[src/rtl/sam_lite.sv]
// sam_lite: synchronous MC6883 SAM subset for the CoCo2 core.
// E/Q phase clocks, SAM control register, S decode and VDG addressing.
module sam_lite #(
  parameter int HALF_PERIOD = 32,
  parameter int ROW_BYTES   = 32
) (
  input  logic        clk,
  input  logic        reset,
  input  logic [15:0] cpu_addr,
  input  logic        cpu_rw,
  input  logic        vdg_da0,
  input  logic        vdg_hs_n,
  input  logic        vdg_fs_n,
  output logic        E,
  output logic        Q,
  output logic [2:0]  s_sel,
  output logic [15:0] video_addr,
  output logic [2:0]  sam_v,
  output logic [6:0]  sam_f
);

  localparam int PW = $clog2(2 * HALF_PERIOD);
  localparam int BW = $clog2(ROW_BYTES + 1);

  localparam logic [PW-1:0] PC_END = PW'(2 * HALF_PERIOD - 1);
  localparam logic [PW-1:0] PC_Q1  = PW'(HALF_PERIOD / 2);
  localparam logic [PW-1:0] PC_H   = PW'(HALF_PERIOD);
  localparam logic [PW-1:0] PC_Q3  = PW'(3 * HALF_PERIOD / 2);
  localparam logic [BW-1:0] B_MAX  = BW'(ROW_BYTES);

  logic [PW-1:0] pc_q, pc_d;
  logic          e_q, e_d;
  logic          q_q, q_d;
  logic          erise_q, erise_d;

  always_comb begin
    pc_d = (pc_q == PC_END) ? '0 : pc_q + 1'b1;
    q_d  = q_q;
    e_d  = e_q;
    if (pc_q == '0 || pc_q == PC_H)
      q_d = ~q_q;
    if (pc_q == PC_Q1 || pc_q == PC_Q3)
      e_d = ~e_q;
    erise_d = e_d & ~e_q;
  end

  // Bits 10..15 accept writes but drive nothing, so they are not stored.
  logic [9:0] ctrl_q, ctrl_d;
  logic       reg_wr;

  assign reg_wr = erise_q & ~cpu_rw
                & (cpu_addr[15:5] == 11'b1111_1111_110);

  always_comb begin
    ctrl_d = ctrl_q;
    if (reg_wr && cpu_addr[4:1] < 4'd10)
      ctrl_d[cpu_addr[4:1]] = cpu_addr[0];
  end

  logic hi_page;
  assign hi_page = (cpu_addr[15:8] == 8'hFF);

  always_comb begin
    s_sel = 3'd0;
    unique case (1'b1)
      ~cpu_addr[15]:
        s_sel = 3'd0;
      cpu_addr[15:13] == 3'b100:
        s_sel = 3'd1;
      cpu_addr[15:13] == 3'b101:
        s_sel = 3'd2;
      cpu_addr[15:14] == 2'b11 && !hi_page:
        s_sel = 3'd3;
      hi_page && cpu_addr[7:5] == 3'd0:
        s_sel = 3'd4;
      hi_page && cpu_addr[7:5] == 3'd1:
        s_sel = 3'd5;
      hi_page && cpu_addr[7:5] == 3'd2:
        s_sel = 3'd6;
      hi_page && cpu_addr[7:5] >= 3'd3
        && cpu_addr[7:4] != 4'hF:
        s_sel = 3'd7;
      hi_page && cpu_addr[7:4] == 4'hF:
        s_sel = 3'd2;
    endcase
  end

  logic [15:0]   addr_q, addr_d;
  logic [15:0]   rs_q, rs_d;
  logic [3:0]    row_q, row_d;
  logic [BW-1:0] byte_q, byte_d;
  logic          da0_q, hs_q, fs_q;
  logic          fs_fall, hs_fall, da0_rise;
  logic [3:0]    rpt;

  assign fs_fall  = fs_q & ~vdg_fs_n;
  assign hs_fall  = hs_q & ~vdg_hs_n;
  assign da0_rise = ~da0_q & vdg_da0;

  always_comb begin
    unique case (ctrl_q[2:0])
      3'd0:       rpt = 4'd12;
      3'd1, 3'd2: rpt = 4'd3;
      3'd3, 3'd4: rpt = 4'd2;
      default:    rpt = 4'd1;
    endcase
  end

  // One event per clk: field sync beats line sync beats a byte fetch.
  always_comb begin
    addr_d = addr_q;
    rs_d   = rs_q;
    row_d  = row_q;
    byte_d = byte_q;
    priority case (1'b1)
      fs_fall: begin
        addr_d = {ctrl_q[9:3], 9'b0};
        rs_d   = {ctrl_q[9:3], 9'b0};
        row_d  = '0;
        byte_d = '0;
      end
      hs_fall: begin
        byte_d = '0;
        if (({1'b0, row_q} + 5'd1) < {1'b0, rpt}) begin
          row_d  = row_q + 4'd1;
          addr_d = rs_q;
        end else begin
          row_d = '0;
          rs_d  = addr_q;
        end
      end
      da0_rise: begin
        if (byte_q < B_MAX) begin
          addr_d = addr_q + 16'd1;
          byte_d = byte_q + 1'b1;
        end
      end
      default: ;
    endcase
  end

  always_ff @(posedge clk or negedge reset) begin
    if (!reset) begin
      pc_q    <= '0;
      e_q     <= 1'b0;
      q_q     <= 1'b0;
      erise_q <= 1'b0;
      ctrl_q  <= '0;
      addr_q  <= '0;
      rs_q    <= '0;
      row_q   <= '0;
      byte_q  <= '0;
      da0_q   <= 1'b1;
      hs_q    <= 1'b1;
      fs_q    <= 1'b1;
    end else begin
      pc_q    <= pc_d;
      e_q     <= e_d;
      q_q     <= q_d;
      erise_q <= erise_d;
      ctrl_q  <= ctrl_d;
      addr_q  <= addr_d;
      rs_q    <= rs_d;
      row_q   <= row_d;
      byte_q  <= byte_d;
      da0_q   <= vdg_da0;
      hs_q    <= vdg_hs_n;
      fs_q    <= vdg_fs_n;
    end
  end

  assign E          = e_q;
  assign Q          = q_q;
  assign video_addr = addr_q;
  assign sam_v      = ctrl_q[2:0];
  assign sam_f      = ctrl_q[9:3];

endmodule

[config.mk]
export PLATFORM = sky130hd
export DESIGN_NAME = sam_lite
export DESIGN_NICKNAME = d
export VERILOG_FILES = /design/src/rtl/sam_lite.sv
export SDC_FILE = /design/constraint.sdc
export NUM_CORES = 1
export LEC_CHECK = 0
export ABC_AREA = 1
export CORE_ASPECT_RATIO = 1.5
export CORE_MARGIN = 2
export CORE_UTILIZATION = 52
export DETAILED_ROUTE_END_ITERATION = 8
export GPL_ROUTABILITY_DRIVEN = 0
export PLACE_DENSITY_LB_ADDON = 0.3
export SYNTH_ARGS = -nofsm -noshare
export SYNTH_HDL_FRONTEND = slang
export SYNTH_SLANG_ARGS = --single-unit
[constraint.sdc]
create_clock -name clk -period 3 [get_ports clk]
set_clock_uncertainty 0.2 [all_clocks]
set_input_delay 0.9 -clock clk [delete_from_list [all_inputs] [get_ports clk]]
set_output_delay 0.9 -clock clk [all_outputs]
set_load 0.05 [all_outputs]
* After elaboration in Yosys (flattened, before gate mapping)
Cells that the tools add are included.
Cells by class: add/subtract/negate cells 5, multiply operators 0, divide/modulo/power cells 0, $lt $le $gt $ge 6, equal/unequal tests 17, shifts and indexed selects 0, muxes and demuxes 21, bitwise logic cells 13, reductions and logical operators 22
Operators by type and width (number):
- 16-bit 2-to-1 mux | 7
- 6-bit 2-to-1 mux | 5
- 3-bit one-hot mux with 8 select lines | 1
- 6-bit == test, second input constant | 3
- 16-bit by 1-bit adder with 16-bit output, second input constant | 1
- 6-bit by 1-bit adder with 6-bit output, second input constant | 2
- 4-bit 2-to-1 mux | 3
- 4-bit one-hot mux with 3 select lines | 1
- 11-bit == test, second input constant | 1
- 10-bit bitwise mux | 1
- 3-bit by 2-bit == test with 1-bit output, second input constant | 3
- 3-bit == test, second input constant | 3
- 1-bit logical AND | 9
- 8-bit == test, second input constant | 1
- 1-bit inverter | 7
- 1-bit AND | 6
- 3-bit by 1-bit == test with 1-bit output, second input constant | 2
- 6-bit by 5-bit == test with 1-bit output, second input constant | 1
- 3-bit logical NOT | 2
- 6-bit logical NOT | 1
- 6-bit less-than comparator, second input constant | 1
- 3-bit nonzero test | 2
- 2-bit OR reduction | 3
- 4-bit by 1-bit adder with 5-bit output, second input constant | 1
- 15 further kinds | 17
Word-level totals: register bits after elaboration 64, bits in latches 0, bits in writable memories 0, memory bits (read-only) 0, output and inout port bits 31, logic and storage cells 96, memories kept 0

* Logic depth before layout (Yosys ltp)
depth after elaboration 7, gate-level depth with buffers 14

* Worst setup path after synthesis
OpenSTA, ideal clock, no wires.
kind input to output, start point input cpu_addr[14], end point output s_sel[2], arrival 1.959 ns, data required time 1.900 ns, setup slack -0.059 ns, stages on the path 4, buffers on the path 0, cells stage by stage nand2_1 -> nor2_1 -> nand2_1 -> a41oi_1
Between the ends: word-level cells in the longest chain between the ends 4
RTL lines:
- from (decl) | RTL line 9 | input logic [15:0] cpu_addr,
- 8-bit == test | RTL line 61 | assign hi_page = (cpu_addr[15:8] == 8'hFF);
- 1-bit logical AND, or another cell as far along | RTL line 83 | hi_page && cpu_addr[7:4] == 4'hF:
- 2-bit OR reduction (no source line), or another cell as far along
- 3-bit one-hot mux with 8 select lines * | RTL line 65 | unique case (1'b1)
- to (decl) | RTL line 16 | output logic [2:0] s_sel,
Every way passes the cells marked *; elsewhere a longest branch is shown, timed or not.

* Final worst setup path
start point input cpu_addr[11], end point output s_sel[0]
Between the ends: word-level cells in the longest chain between the ends 4
RTL lines (RTL line):
- 8-bit == test * | 61
- 1-bit logical AND, or another cell as far along | 83
- 2-bit OR reduction (no source line), or another cell as far along
- 3-bit one-hot mux with 8 select lines * | 65
Marks and branches as above.

==> impl_metrics.csv <==
group,metric,value,unit
status,outcome,"finished clean",
synth,synth_edf_count,0,
synth,synth_area_leaders,"dfrtp_1, nand2_1, nand3_1, inv_1, nor2_1",
pwr,powerDensity,494.3,nW/µm²
routing,num_vias,3647,
synth,ys_types,37,
floorplanning,fp-row-count,37,
global_routing,antenna_found_initial,0,
clock_tree,cts_tree,"done",
global_routing,grt_overflow,0,
synth,synth_top_area_share,41.54,%
sta,slew_violations,0,
synth,async_flop_share,100.0,%
critical_path,r2r_slack,0.34,ns
cells_and_area,final_core_util,69.69,%
cells_and_area,areaGrowthSynthToFinish,29.93,%
cells_and_area,fillCellCount,537,
sta,post-route-period-util,99.17,%
synth,avgSynthCellArea,7.469,µm²
clock_tree,cts.reportedPaths.clkPinSlew,0.07,ns
clock_tree,cts_max_level,3,
pwr,leakage,2.359,nW
sta,worstMarginPinSlew,0.5356,ns
critical_path,crit_required,1.90,ns
flow_run,cap_viol_max_count,0,
cells_and_area,n_antenna_cell,0,
routing,via_per_inst,5.551,
synth,yosys_warnings,0,
synth,yosysMostFrequentCell,"nand2_1",
placement,dp_hpwl,6.596,mm
synth,syn_nets,523,
synth,syn_inst,492,
routing,drtIter0Drc,171,
routing,drt-total-wl,9.111,mm
clock_tree,cts_sinks,64,
critical_path,cp_max_fo,2,
cells_and_area,multiInputGateArea,1819,µm²
pwr,ir_drop,0.3421,mV
sta,hold_viol,0,
clock_tree,postCtsHoldBufs,0,
global_routing,grt_pass1_wl,15.83,mm
synth,synth_top_area_cell,"dfrtp_1",
floorplanning,ios,53,
critical_path,reg2reg_from,"row_q[0]$_DFFE_PN0N_",
routing,detail_route.wl_per_cell,13.87,µm
cells_and_area,seqCellArea,1605,µm²
cells_and_area,final_nets,605,
critical_path,cp-end-kind,"output port",
synth,seq_area_frac_synth,43.68,%
sta,setup_viol,0,
clock_tree,clock_path_buffers,2,
critical_path,crit_path_start_kind,"input port",
floorplanning,die-area,7769,µm²
hold_path,hold_path_class,"input port to async pin",
floorplanning,die_x,72.64,µm
placement,place_ws,-0.4247,ns
cells_and_area,drive_above_1_share,16.41,%
global_routing,grtUsageTotal,26.00,%
routing,drtAntennaViolNets,0,
clock_tree,cts_buffers,9,
floorplanning,start_util,53.63,%
global_routing,grt_pass1_vias,3719,
routing,drc,0,
global_routing,grt_max_degree,33,
clock_tree,worstSkewPairLatency,0.35,ns
critical_path,cp.arrival,1.88,ns
synth,synth-seq-cells,64,
placement,dp.cells,635,
routing,first_pass_iters,8,
cells_and_area,instances_no_fill,657,
synth,synth_commonest_cells,"nand2_1, nand3_1, dfrtp_1, inv_1, nor2_1",
sta,fmax,336.1,MHz
sta,setup_ws,0.02477,ns
sta,min_period,2.975,ns
floorplanning,die_y,107.0,µm
placement,port-buffer-count,52,
sta,rsz0062_at_grt,"true",
floorplanning,core,6852,µm²
sta,setup_tns,0,ns
synth,synthFlopType,"dfrtp_1",
critical_path,r2r_end,"rs_q[4]$_DFFE_PN0N_",
synth,syn_area,3675,µm²
critical_path,r2r_cells,12,
sta,max_slew_margin,64.03,%
clock_tree,cts_root_buf,"clkbuf_8",
critical_path,critPathKind,"input port to output port",
==> critical path: stages <==
cell and delay [ns]:
buf_6 0.07, nand2_2 0.05, nor2_1 0.10, nand2_1 0.10, inv_2 0.10, o21ai_4 0.06
a31o_2 0.21, nand4_1 0.13, buf_12 0.16
==> sequential cells by signal (all words and copies together) (netlist names), 4 cells and up <==
signal and cells:
ctrl_q 10, rs_q 16, pc_q 6, row_q 4
video_addr 16, byte_q 6
==> cell usage in the layout (no fill, tap or decap), drive strengths merged, types with 2 or more instances in the layout <==
cell	synthesis	layout
bufinv	0	2
a31oi	2	2
nand2	137	137
a211oi	2	2
clkdlybuf4s50	0	36
o211ai	14	14
nand3	75	75
nor2	54	54
o21ai	24	24
dfstp	3	3
ha	9	9
xnor2	2	2
dfrtp	61	61
nand4	10	10
inv	67	67
a21oi	6	6
buf	6	38
clkinv	1	2
clkbuf	2	15
clkinvlp	0	2
nor3	2	2
xor2	6	6
==> how the worst max path moves through the flow <==
stage,start,to
detailed placement,cpu_addr[14],s_sel[0]
floorplan,cpu_addr[14],s_sel[0]
finish,cpu_addr[11],s_sel[0]
global route,cpu_addr[11],s_sel[0]
CTS,cpu_addr[8],s_sel[1]
global placement,cpu_addr[14],s_sel[0]
==> metrics by stage <==
stage | power [mW] | hold WS [ns] | cell area (µm²)
finish | 2.360 | 0.2480 | 4775
global route | 2.473 | 0.2606 | 4775
CTS | 2.373 | 0.2363 | 4733
detailed placement | 1.536 | 0.2802 | 4454
global placement | 1.522 | 0.2591 | 4454
floorplan | 1.324 | 0.2639 | 3682
==> kinds of logic (layout without fill, tap and decap cells) <==
kind of cell	Yosys count	count (layout)	synth area share [%]
compound gates	54	54	8.989
fa+ha+maj	9	9	3.064
simple gates	281	281	34.15
flops	64	64	43.68
buf+inv	76	163	8.206
xor+xnor	8	8	1.907
==> power by group <==
group / internal, mW / switching, mW
Sequential: 0.924 / 0.0767
Combinational: 0.198 / 0.335
Clock: 0.489 / 0.338
==> metal layers <==
metal  vias up  track usage (%)  part of all wire, %
li1       1775                -                    -
met1      1708            27.32                   38
met2       126            44.35                   51
met3        38            7.237                  5.6
met4         0            16.80                  4.8
met5         -                0                    0
==> area by class of cell <==
class / count / share of cell area, %
clock buffer: 11 / 2.961
multi-input combinational: 352 / 38.10
timing repair buffer: 79 / 16.14
clock inverter: 5 / 1.677
tap: 78 / 2.044
sequential: 64 / 33.62
inverter: 68 / 5.451
==> repair_timing <==
| action | CTS | global route |
|---|---|---|
| pin swaps | 10 | 9 |
| setup buffers | 2 | 4 |
| resized for setup | 51 | 15 |
| setup endpoints to repair | 3 | 2 |
(Power assumes the default switching activity.)
